<file path="config.mk">
export PLATFORM = sky130hd
export DESIGN_NAME = acc_drain_reader
export DESIGN_NICKNAME = d
export VERILOG_FILES = /design/src/rtl/acc_drain_reader_pkg.sv /design/src/rtl/acc_drain_reader_snapshot_bank.sv /design/src/rtl/acc_drain_reader.sv
export SDC_FILE = /design/constraint.sdc
export NUM_CORES = 1
export LEC_CHECK = 0
export CAP_MARGIN = 20
export CORE_UTILIZATION = 30
export CTS_BUF_LIST = sky130_fd_sc_hd__clkbuf_16
export DETAILED_ROUTE_END_ITERATION = 10
export DONT_BUFFER_PORTS = 1
export SLEW_MARGIN = 20
export SYNTH_ARGS = -nofsm -noshare
export SYNTH_HDL_FRONTEND = slang
export SYNTH_SLANG_ARGS = --single-unit
</file>
<file path="constraint.sdc">
create_clock -name C -period 6.3 [get_ports C]
set_input_delay 1.575 -clock C [delete_from_list [all_inputs] [get_ports C]]
set_output_delay 1.575 -clock C [all_outputs]
set_load 0.01 [all_outputs]
</file>
<file path="src/rtl/acc_drain_reader_pkg.sv">
`default_nettype none
// ============================================================================
// Module   : acc_drain_reader_pkg
// Purpose  : Shared widths, FSM encoding and the narrow/saturate helper for
//            the accumulator drain reader.
// Revision : 1.0 - initial release
// ============================================================================
package acc_drain_reader_pkg;

    localparam int ACC_W_DFLT = 34;
    localparam int OUT_W_DFLT = 32;

    // Working width for the narrow helper; any ACC_W/OUT_W up to this fits.
    localparam int MAX_W = 64;

    typedef enum logic [1:0] {
        IDLE   = 2'd0,
        STREAM = 2'd1,
        DONE   = 2'd2
    } acc_state_t;

    // Result packs {sat, data} with sat sitting directly above the out_w
    // data bits, so a caller keeps {sat, data} with an (out_w+1)-bit cast.
    function automatic logic [MAX_W:0] narrow_word(
        input logic signed [MAX_W-1:0] word,
        input int unsigned             out_w,
        input logic                    sat_en
    );
        logic signed [MAX_W-1:0] hi;
        logic signed [MAX_W-1:0] lo;
        logic        [MAX_W-1:0] mask;
        logic        [MAX_W-1:0] data;
        logic                    sat;
        hi   = (64'sd1 <<< (out_w - 1)) - 64'sd1;
        lo   = -(64'sd1 <<< (out_w - 1));
        mask = (64'd1 << out_w) - 64'd1;
        sat  = 1'b0;
        data = word;
        if (sat_en) begin
            if (word > hi) begin
                sat  = 1'b1;
                data = hi;
            end else if (word < lo) begin
                sat  = 1'b1;
                data = lo;
            end
        end
        data = data & mask;
        return {1'b0, data} | ({{MAX_W{1'b0}}, sat} << out_w);
    endfunction

endpackage
`default_nettype wire

</file>
<file path="src/rtl/acc_drain_reader_snapshot_bank.sv">
`default_nettype none
// ============================================================================
// Module   : acc_snapshot_bank
// Purpose  : NUM_ACC x ACC_W capture registers with load enable and an
//            index-selected read port.
// Revision : 1.0 - initial release
// ============================================================================
module acc_snapshot_bank
    import acc_drain_reader_pkg::*;
#(
    parameter int NUM_ACC = 8,
    parameter int ACC_W   = ACC_W_DFLT
) (
    input  logic                       clk,
    input  logic                       rst_n,
    input  logic                       i_load,
    input  logic [NUM_ACC*ACC_W-1:0]   i_acc_flat,
    input  logic [$clog2(NUM_ACC)-1:0] i_rd_sel,
    output logic [ACC_W-1:0]           o_rd_word
);

    localparam int c_idx_w = $clog2(NUM_ACC);

    logic [ACC_W-1:0] w_words [NUM_ACC];

    for (genvar gi = 0; gi < NUM_ACC; gi++) begin : g_word
        logic [ACC_W-1:0] r_word;

        always_ff @(posedge clk or negedge rst_n) begin
            if (!rst_n) begin
                r_word <= '0;
            end else if (i_load) begin
                r_word <= i_acc_flat[gi*ACC_W +: ACC_W];
            end
        end

        assign w_words[gi] = r_word;
    end

    // Out-of-range selects (non power-of-two NUM_ACC) read as zero.
    always_comb begin
        o_rd_word = '0;
        for (int i = 0; i < NUM_ACC; i++) begin
            if (i_rd_sel == c_idx_w'(i)) begin
                o_rd_word = w_words[i];
            end
        end
    end

endmodule
`default_nettype wire

</file>
<file path="src/rtl/acc_drain_reader.sv">
`default_nettype none
// ============================================================================
// Module   : acc_drain_reader
// Purpose  : Snapshots the accumulator bank on start and streams each word,
//            narrowed to OUT_W, over a valid/ready interface.
// Revision : 1.0 - initial release
// ============================================================================
module acc_drain_reader
    import acc_drain_reader_pkg::*;
#(
    parameter int NUM_ACC = 8,
    parameter int ACC_W   = ACC_W_DFLT,
    parameter int OUT_W   = OUT_W_DFLT,
    parameter bit SAT_EN  = 1'b1
) (
    input  logic                       C,
    input  logic                       Rn,
    input  logic                       start,
    input  logic [NUM_ACC*ACC_W-1:0]   acc_flat,
    output logic                       busy,
    output logic                       out_valid,
    input  logic                       out_ready,
    output logic [OUT_W-1:0]           out_data,
    output logic [$clog2(NUM_ACC)-1:0] out_idx,
    output logic                       out_last,
    output logic                       out_sat,
    output logic                       done
);

    localparam int                 c_idx_w    = $clog2(NUM_ACC);
    localparam int                 c_ext_w    = MAX_W - ACC_W;
    localparam logic [c_idx_w-1:0] c_last_idx = c_idx_w'(NUM_ACC - 1);

    acc_state_t          r_state;
    logic                r_busy;
    logic                r_valid;
    logic [OUT_W-1:0]    r_data;
    logic [c_idx_w-1:0]  r_idx;
    logic                r_last;
    logic                r_sat;
    logic                r_done;

    logic                w_load;
    logic [c_idx_w-1:0]  w_next_idx;
    logic [ACC_W-1:0]    w_rd_word;
    logic signed [MAX_W-1:0] w_first_ext;
    logic signed [MAX_W-1:0] w_next_ext;
    logic [OUT_W:0]      w_first_nar;
    logic [OUT_W:0]      w_next_nar;

    assign w_load     = (r_state == IDLE) && start;
    assign w_next_idx = r_idx + 1'b1;

    acc_snapshot_bank #(
        .NUM_ACC (NUM_ACC),
        .ACC_W   (ACC_W)
    ) u_bank (
        .clk        (C),
        .rst_n      (Rn),
        .i_load     (w_load),
        .i_acc_flat (acc_flat),
        .i_rd_sel   (w_next_idx),
        .o_rd_word  (w_rd_word)
    );

    // Word 0 is narrowed straight from acc_flat so it appears one cycle after
    // start; later words come from the bank, looked up one index ahead.
    always_comb begin
        w_first_ext = {{c_ext_w{acc_flat[ACC_W-1]}}, acc_flat[ACC_W-1:0]};
        w_next_ext  = {{c_ext_w{w_rd_word[ACC_W-1]}}, w_rd_word};
        w_first_nar = (OUT_W+1)'(narrow_word(w_first_ext, OUT_W, SAT_EN));
        w_next_nar  = (OUT_W+1)'(narrow_word(w_next_ext, OUT_W, SAT_EN));
    end

    always_ff @(posedge C or negedge Rn) begin
        if (!Rn) begin
            r_state <= IDLE;
            r_busy  <= 1'b0;
            r_valid <= 1'b0;
            r_data  <= '0;
            r_idx   <= '0;
            r_last  <= 1'b0;
            r_sat   <= 1'b0;
            r_done  <= 1'b0;
        end else begin
            r_done <= 1'b0;
            case (r_state)
                IDLE: begin
                    if (start) begin
                        r_state         <= STREAM;
                        r_busy          <= 1'b1;
                        r_valid         <= 1'b1;
                        r_idx           <= '0;
                        r_last          <= 1'b0;
                        {r_sat, r_data} <= w_first_nar;
                    end
                end
                STREAM: begin
                    if (out_ready) begin
                        if (r_idx == c_last_idx) begin
                            r_state <= DONE;
                            r_valid <= 1'b0;
                            r_last  <= 1'b0;
                            r_done  <= 1'b1;
                        end else begin
                            r_idx           <= w_next_idx;
                            r_last          <= (w_next_idx == c_last_idx);
                            {r_sat, r_data} <= w_next_nar;
                        end
                    end
                end
                DONE: begin
                    r_state <= IDLE;
                    r_busy  <= 1'b0;
                end
                default: begin
                    r_state <= IDLE;
                    r_busy  <= 1'b0;
                    r_valid <= 1'b0;
                    r_last  <= 1'b0;
                end
            endcase
        end
    end

    assign busy      = r_busy;
    assign out_valid = r_valid;
    assign out_data  = r_data;
    assign out_idx   = r_idx;
    assign out_last  = r_last;
    assign out_sat   = r_sat;
    assign done      = r_done;

endmodule
`default_nettype wire

</file>
## After elaboration in Yosys (flattened, before gate mapping)

Index checks and enable logic that the tools add are counted.

| cells by class | value |
|---|---|
| add/sub/neg operators | 1 |
| $lt $le $gt $ge | 4 |
| eq/ne operators | 14 |
| multiplexer cells | 44 |
| bitwise logic cells | 4 |
| reduce and logical (&&, ||, !) cells | 9 |

Operator list:

| kind | number |
|---|---|
| $mux W34 | 8 |
| $mux W32 | 7 |
| $gt A34 B32 Y1 const B | 2 |
| $lt A34 B32 Y1 const B | 2 |
| $or A32 B33 Y33 | 2 |
| $pmux W32 S2 | 1 |
| $mux W1 | 16 |
| $eq A3 B3 Y1 const B | 5 |
| $mux W3 | 3 |
| $ne A2 B2 Y1 const B | 4 |
| $reduce_and A4 Y1 | 2 |
| $eq A3 B2 Y1 const B | 2 |
| $mux W2 | 3 |
| $pmux W1 S3 | 2 |
| $pmux W3 S2 | 1 |
| $reduce_and A3 Y1 | 2 |
| $pmux W1 S2 | 2 |
| $pmux W2 S2 | 1 |
| $add A3 B1 Y3 const B | 1 |
| $eq A3 B1 Y1 const B | 1 |
| $logic_not A3 Y1 | 1 |
| $eq A2 B1 Y1 const B | 1 |
| $eq A2 B2 Y1 const B | 1 |
| $logic_not A2 Y1 | 1 |
| other kinds (4) | 5 |

| storage, ports and cells | value |
|---|---|
| flip-flop bits (word level) | 314 |
| input port bits | 276 |
| output and inout bits | 40 |
| word-level logic and storage cells | 92 |

## Depth between registers and ports, before layout

| logic depth | value |
|---|---|
| depth in word-level cells | 17 |
| gate-level depth with buffers | 12 |

## By module

Synthesis repeated with hierarchy kept, for this count alone.

| second synthesis, totals | value |
|---|---|
| cell total of the unflattened synthesis | 1310 |
| area total of the unflattened synthesis | 15453.6 µm² |

Modules (own cells, without submodules):

| module | times used | cells each | area each (µm²) | sequential area each (µm²) |
|---|---|---|---|---|
| acc_snapshot_bank | 1 | 971 | 12648.4 | 6806.5 |
| acc_drain_reader | 1 | 339 | 2805.2 | 1051.0 |

## Worst setup path after synthesis

Ideal clock, no wire load.

| path | value |
|---|---|
| path type | input port to flip-flop |
| start point | input start |
| end point | register u_bank.g_word[0].r_word[15] |
| setup time | 0.125 ns |
| arrival time | 2.897 ns |
| path slack | 3.279 ns |
| cell stages on the path | 6 |
| path buffers | 3 |
| cell sequence | nand2b_1 -> or2_2 -> clkbuf_1 -> clkbuf_1 -> clkbuf_1 -> mux2_2 |

| between the ends | value |
|---|---|
| cells in the longest elaborated chain, start to end | 1 |

RTL lines:

| what | RTL line | source |
|---|---|---|
| start: declaration | acc_drain_reader.sv:18 | `input logic start,` |
| $logic_and A1 B1 Y1 | acc_drain_reader.sv:51 | `assign w_load = (r_state == IDLE) && start;` |
| end signal: assignment | acc_drain_reader_snapshot_bank.sv:33 | `r_word <= i_acc_flat[gi*ACC_W +: ACC_W];` |
| end: declaration | acc_drain_reader_snapshot_bank.sv:27 | `logic [ACC_W-1:0] r_word;` |

Every way passes these cells.
A chain may end at the register's enable or synchronous reset.

## Final worst setup path

| path | value |
|---|---|
| start point | register r_idx[1], in the netlist out_idx[1] |
| end point | register r_data[19], in the netlist out_data[19] |

| between the ends | value |
|---|---|
| cells in the longest elaborated chain, start to end | 17 |
| elaborated cells on any way between the ends | 28 |

RTL lines:

| what | RTL line | source |
|---|---|---|
| start: declaration | acc_drain_reader.sv:38 | `logic [c_idx_w-1:0] r_idx;` |
| start signal: assignment | acc_drain_reader.sv:106 | `r_idx <= w_next_idx;` |
| $add A3 B1 Y3 | acc_drain_reader.sv:52 | `assign w_next_idx = r_idx + 1'b1;` |
| $logic_not A3 Y1 | acc_drain_reader_snapshot_bank.sv:44 | `if (i_rd_sel == c_idx_w'(i)) begin` |
| $mux W34 (8 in series) | acc_drain_reader_snapshot_bank.sv:44 |  |
| $lt A34 B32 Y1 | acc_drain_reader_pkg.sv:43 | `end else if (word < lo) begin` |
| $mux W32 | acc_drain_reader_pkg.sv:43 |  |
| $mux W32 | acc_drain_reader_pkg.sv:40 | `if (word > hi) begin` |
| $or A32 B33 Y33 | acc_drain_reader_pkg.sv:49 | `return {1'b0, data} \| ({{MAX_W{1'b0}}, sat} << out_w);` |
| $mux W32 | acc_drain_reader.sv:100 | `if (r_idx == c_last_idx) begin` |
| $mux W32 | acc_drain_reader.sv:99 | `if (out_ready) begin` |
| $pmux W32 S2 | acc_drain_reader.sv:87 | `case (r_state)` |
| end signal: assignment | acc_drain_reader.sv:95 | `{r_sat, r_data} <= w_first_nar;` |
| end signal: assignment | acc_drain_reader.sv:108 | `{r_sat, r_data} <= w_next_nar;` |
| end: declaration | acc_drain_reader.sv:37 | `logic [OUT_W-1:0] r_data;` |

Parallel ways exist; a longest one is shown, timed or not. The select of a mux whose other input is x is not followed.

==> results.yml <==
logic_synthesis:
  synth_xor_area_share_pct: 0
  yosysWarnings: 0
  syn_avg_cell_area_sq_um: 12.3
  synth_mux_area_share_pct: 20.8
  synth_top_family_by_area: "multiplexers"
  syn-cell-area_sq_um: 14800
  syn_nets: 1485
  ys_seq_area_share_pct: 53.3
  synth_seq_cells: 314
  synthAdderAreaFrac_pct: 0.594
  ys_types: 43
  synth_cells: 1202
  synth-compound-area-share_pct: 17.1
  synth-simple-area-share_pct: 4.81
layout:
  layout_common_cells: "314 x dfrtp_1, 271 x mux2_2, 98 x a21oi_1"
  final_common_cell: "dfrtp_1"
  fin_nets: 1434
  seqCellArea_sq_um: 7860
  fin_area_sq_um: 16500
  syn2layout_area_growth_pct: 12.1
  multi_input_area_sq_um: 6480
  layout-drive-gt1-share_pct: 32.8
  fill_cells: 4787
sta:
  finalSetupViolCount: 0
  fmax_ghz: 0.222
  slew_viol_final: 0
  fin_skew_ps: 12.8
  slew_headroom_pct: 19.3
  rsz0062_at_grt: "no"
  tightest_slew_ps: 1210
  finalSetupTns_ps: 0
  final.min_clock_period_ps: 4500
  fin_crit_sh_pct: 71.4
  hold_viol_final: 0
pwr:
  p_per_area_nw_per_um2: 618
  leakagePower_uw: 0.00684
  ir_drop_mv: 0.280
cts:
  cts_buffers: 38
  cts.sinks: 314
  clk_pin_slew_worst_paths_ps: 60
  h-tree-depth: 2
  worstSkewPairLatency_ps: 550
  tritoncts: "done"
  post_cts_resized: 0
  clk_path_buf_depth: 3
  post_cts_buffers: 0
  clockRootBuffer: "clkbuf_16"
  cts_hold_buf: 0
critical_path:
  cp.required_ps: 6710
  arrival_ps: 4900
  r2r_slack_ps: 1800
  reg2reg_depth: 8
  cp-start-kind: "flip-flop"
  r2r-end: "out_data[19]"
  worstReg2RegStart: "out_idx[1]"
  critPathKind: "flip-flop to flip-flop"
  path_max_fanout: 38
  crit_path_end_kind: "flip-flop"
place:
  place_hpwl_um: 32200
  post_dp_cell_area_sq_um: 15300
  globalplace.congestion: 0.817
  port_buffers: 0
drt:
  wirelength_um: 46400
  drc: 0
  drtIter0Drc: 596
  firstDrtPassIters: 5
  vias: 10000
  routed_via_density: 5.43
  post_drt_wl_per_cell_um: 25.1
  ant_nets: 0
job:
  cap_violations: 0
floorplan:
  die_h_um: 224
  die-width_um: 224
  core.rowCount: 80
  die-area_sq_um: 50100
  ios: 316
  core_sq_um: 48100
  start_util_pct: 30.6
worst_hold_path:
  hold_path_class: "flip-flop to flip-flop"
  min_path_cells: 2
  holdPathEnd: "u_bank.g_word[0].r_word[33]"
  hp-start: "u_bank.g_word[0].r_word[33]"
grt:
  antenna_found_initial: 13
  globalRouteTotalUtil_pct: 18.4
  grt_pass1_vias: 10700
  grt_first_pass_wirelength_um: 68600
  grt_max_degree: 315
  gr-total-overflow: 0
outcome:
  outcome: "complete, no violations"
==> power breakdown <==
group	internal [uW]	switching, uW
sequential	3070	738
clock	1230	901
combinational	1970	2320
==> sequential cells by signal, summed over array words and instances, names as in the netlist <==
name and cells:
u_bank.g_word.r_word 272, out_data 32, out_idx 3, r_state 2, busy 1, done 1
out_last 1, out_sat 1, out_valid 1
==> critical path, cell delays in order, from the launching register on <==
cell	delay (ps)
dfrtp_1	460
inv_1	170
ha_2	800
nand3b_1	920
o22ai_1	460
o22ai_1	200
a21oi_4	720
buf_4	450
a2111oi_2	130
==> cell type report <==
| cell class | count | share of cell area [%] |
|---|---|---|
| flip-flops and latches | 314 | 47.5 |
| multi-input cells | 771 | 39.2 |
| clock buffers | 38 | 5.75 |
| well taps | 656 | 4.96 |
| clock inverters | 31 | 1.48 |
| repair buffers | 13 | 0.666 |
| inverters | 13 | 0.295 |
| diodes | 10 | 0.151 |
==> cell usage after synthesis <==
| master | count | area [sq um] |
|---|---|---|
| a21oi_1 | 99 | 495 |
| a21o_1 | 32 | 240 |
| a2111oi_4 | 2 | 55.1 |
| buf_2 | 9 | 45.0 |
| a211oi_2 | 1 | 12.5 |
| clkbuf_1 | 81 | 304 |
| a21oi_2 | 1 | 8.76 |
| nand3_1 | 1 | 5.00 |
| a41o_1 | 1 | 10.0 |
| mux2i_1 | 2 | 20.0 |
| nor4b_1 | 1 | 8.76 |
| o22ai_1 | 10 | 62.6 |
| and2_1 | 4 | 25.0 |
| buf_6 | 4 | 45.0 |
| mux2_2 | 271 | 3050 |
| o221ai_1 | 31 | 272 |
| a221oi_1 | 31 | 272 |
| and2b_1 | 1 | 7.51 |
| o2111ai_1 | 1 | 8.76 |
| a2111oi_2 | 29 | 435 |
| o21ai_0 | 65 | 325 |
| nor2b_1 | 35 | 219 |
| or2_0 | 1 | 6.26 |
| and2_0 | 1 | 6.26 |
| nor3_1 | 2 | 10.0 |
| a211oi_1 | 1 | 7.51 |
| o32ai_1 | 4 | 35.0 |
| nand2_1 | 11 | 41.3 |
| ha_1 | 7 | 87.6 |
| inv_1 | 13 | 48.8 |
| o211ai_1 | 31 | 233 |
| a311oi_1 | 3 | 26.3 |
| nor2_2 | 1 | 6.26 |
| a31oi_1 | 2 | 12.5 |
| nand2b_1 | 8 | 50.1 |
| nand3b_1 | 6 | 45.0 |
| or2_2 | 2 | 12.5 |
| o21a_1 | 1 | 7.51 |
| dfrtp_1 | 314 | 7860 |
| nor2_1 | 71 | 267 |
| buf_1 | 6 | 22.5 |
| buf_4 | 4 | 30.0 |
| o211a_1 | 1 | 10.0 |
==> per-stage QoR <==
stage | total power (uW) | utilization, % | cells | hold slack [ps] | setup WS (ps)
2_1_floorplan | 6830 | - | 1202 | 450 | 3280
3_3_place_gp | 7990 | 31.8 | 1767 | 472 | 1950
3_5_place_dp | 8140 | 31.8 | 1767 | 487 | 1790
4_1_cts | 10300 | 34.3 | 1836 | 497 | 1780
5_1_grt | 10900 | 34.3 | 1838 | 515 | 1530
6_report | 10200 | 34.4 | 1846 | 493 | 1800
==> worst max-delay path by stage <==
stage,to,startpoint,cells past startpoint,slack (ps)
after floorplan,u_bank.g_word[0].r_word[15],start,6,3280
after global placement,out_data[15],out_idx[1],9,1950
after detailed placement,out_data[14],out_idx[1],8,1790
after CTS,out_data[22],out_idx[1],8,1780
after global routing,out_data[14],out_idx[1],8,1530
final,out_data[19],out_idx[1],8,1800
==> routing by layer <==
layer | up-vias | track usage (%) | part of all wire (%)
met5 | - | 0 | 0.23
met4 | 16 | 6.92 | 3.3
met1 | 5190 | 22.0 | 40
met2 | 345 | 30.0 | 47
li1 | 4382 | - | -
met3 | 99 | 7.06 | 9.4
==> cells by family after synthesis <==
| logic type | Yosys count |
|---|---|
| buffers and inverters | 117 |
| AO/OA/AOI/OAI | 346 |
| multiplexers | 273 |
| AND/OR/NAND/NOR | 145 |
| flip-flops | 314 |
| adder cells (fa/ha/maj) | 7 |
(Power assumes the default switching activity.)
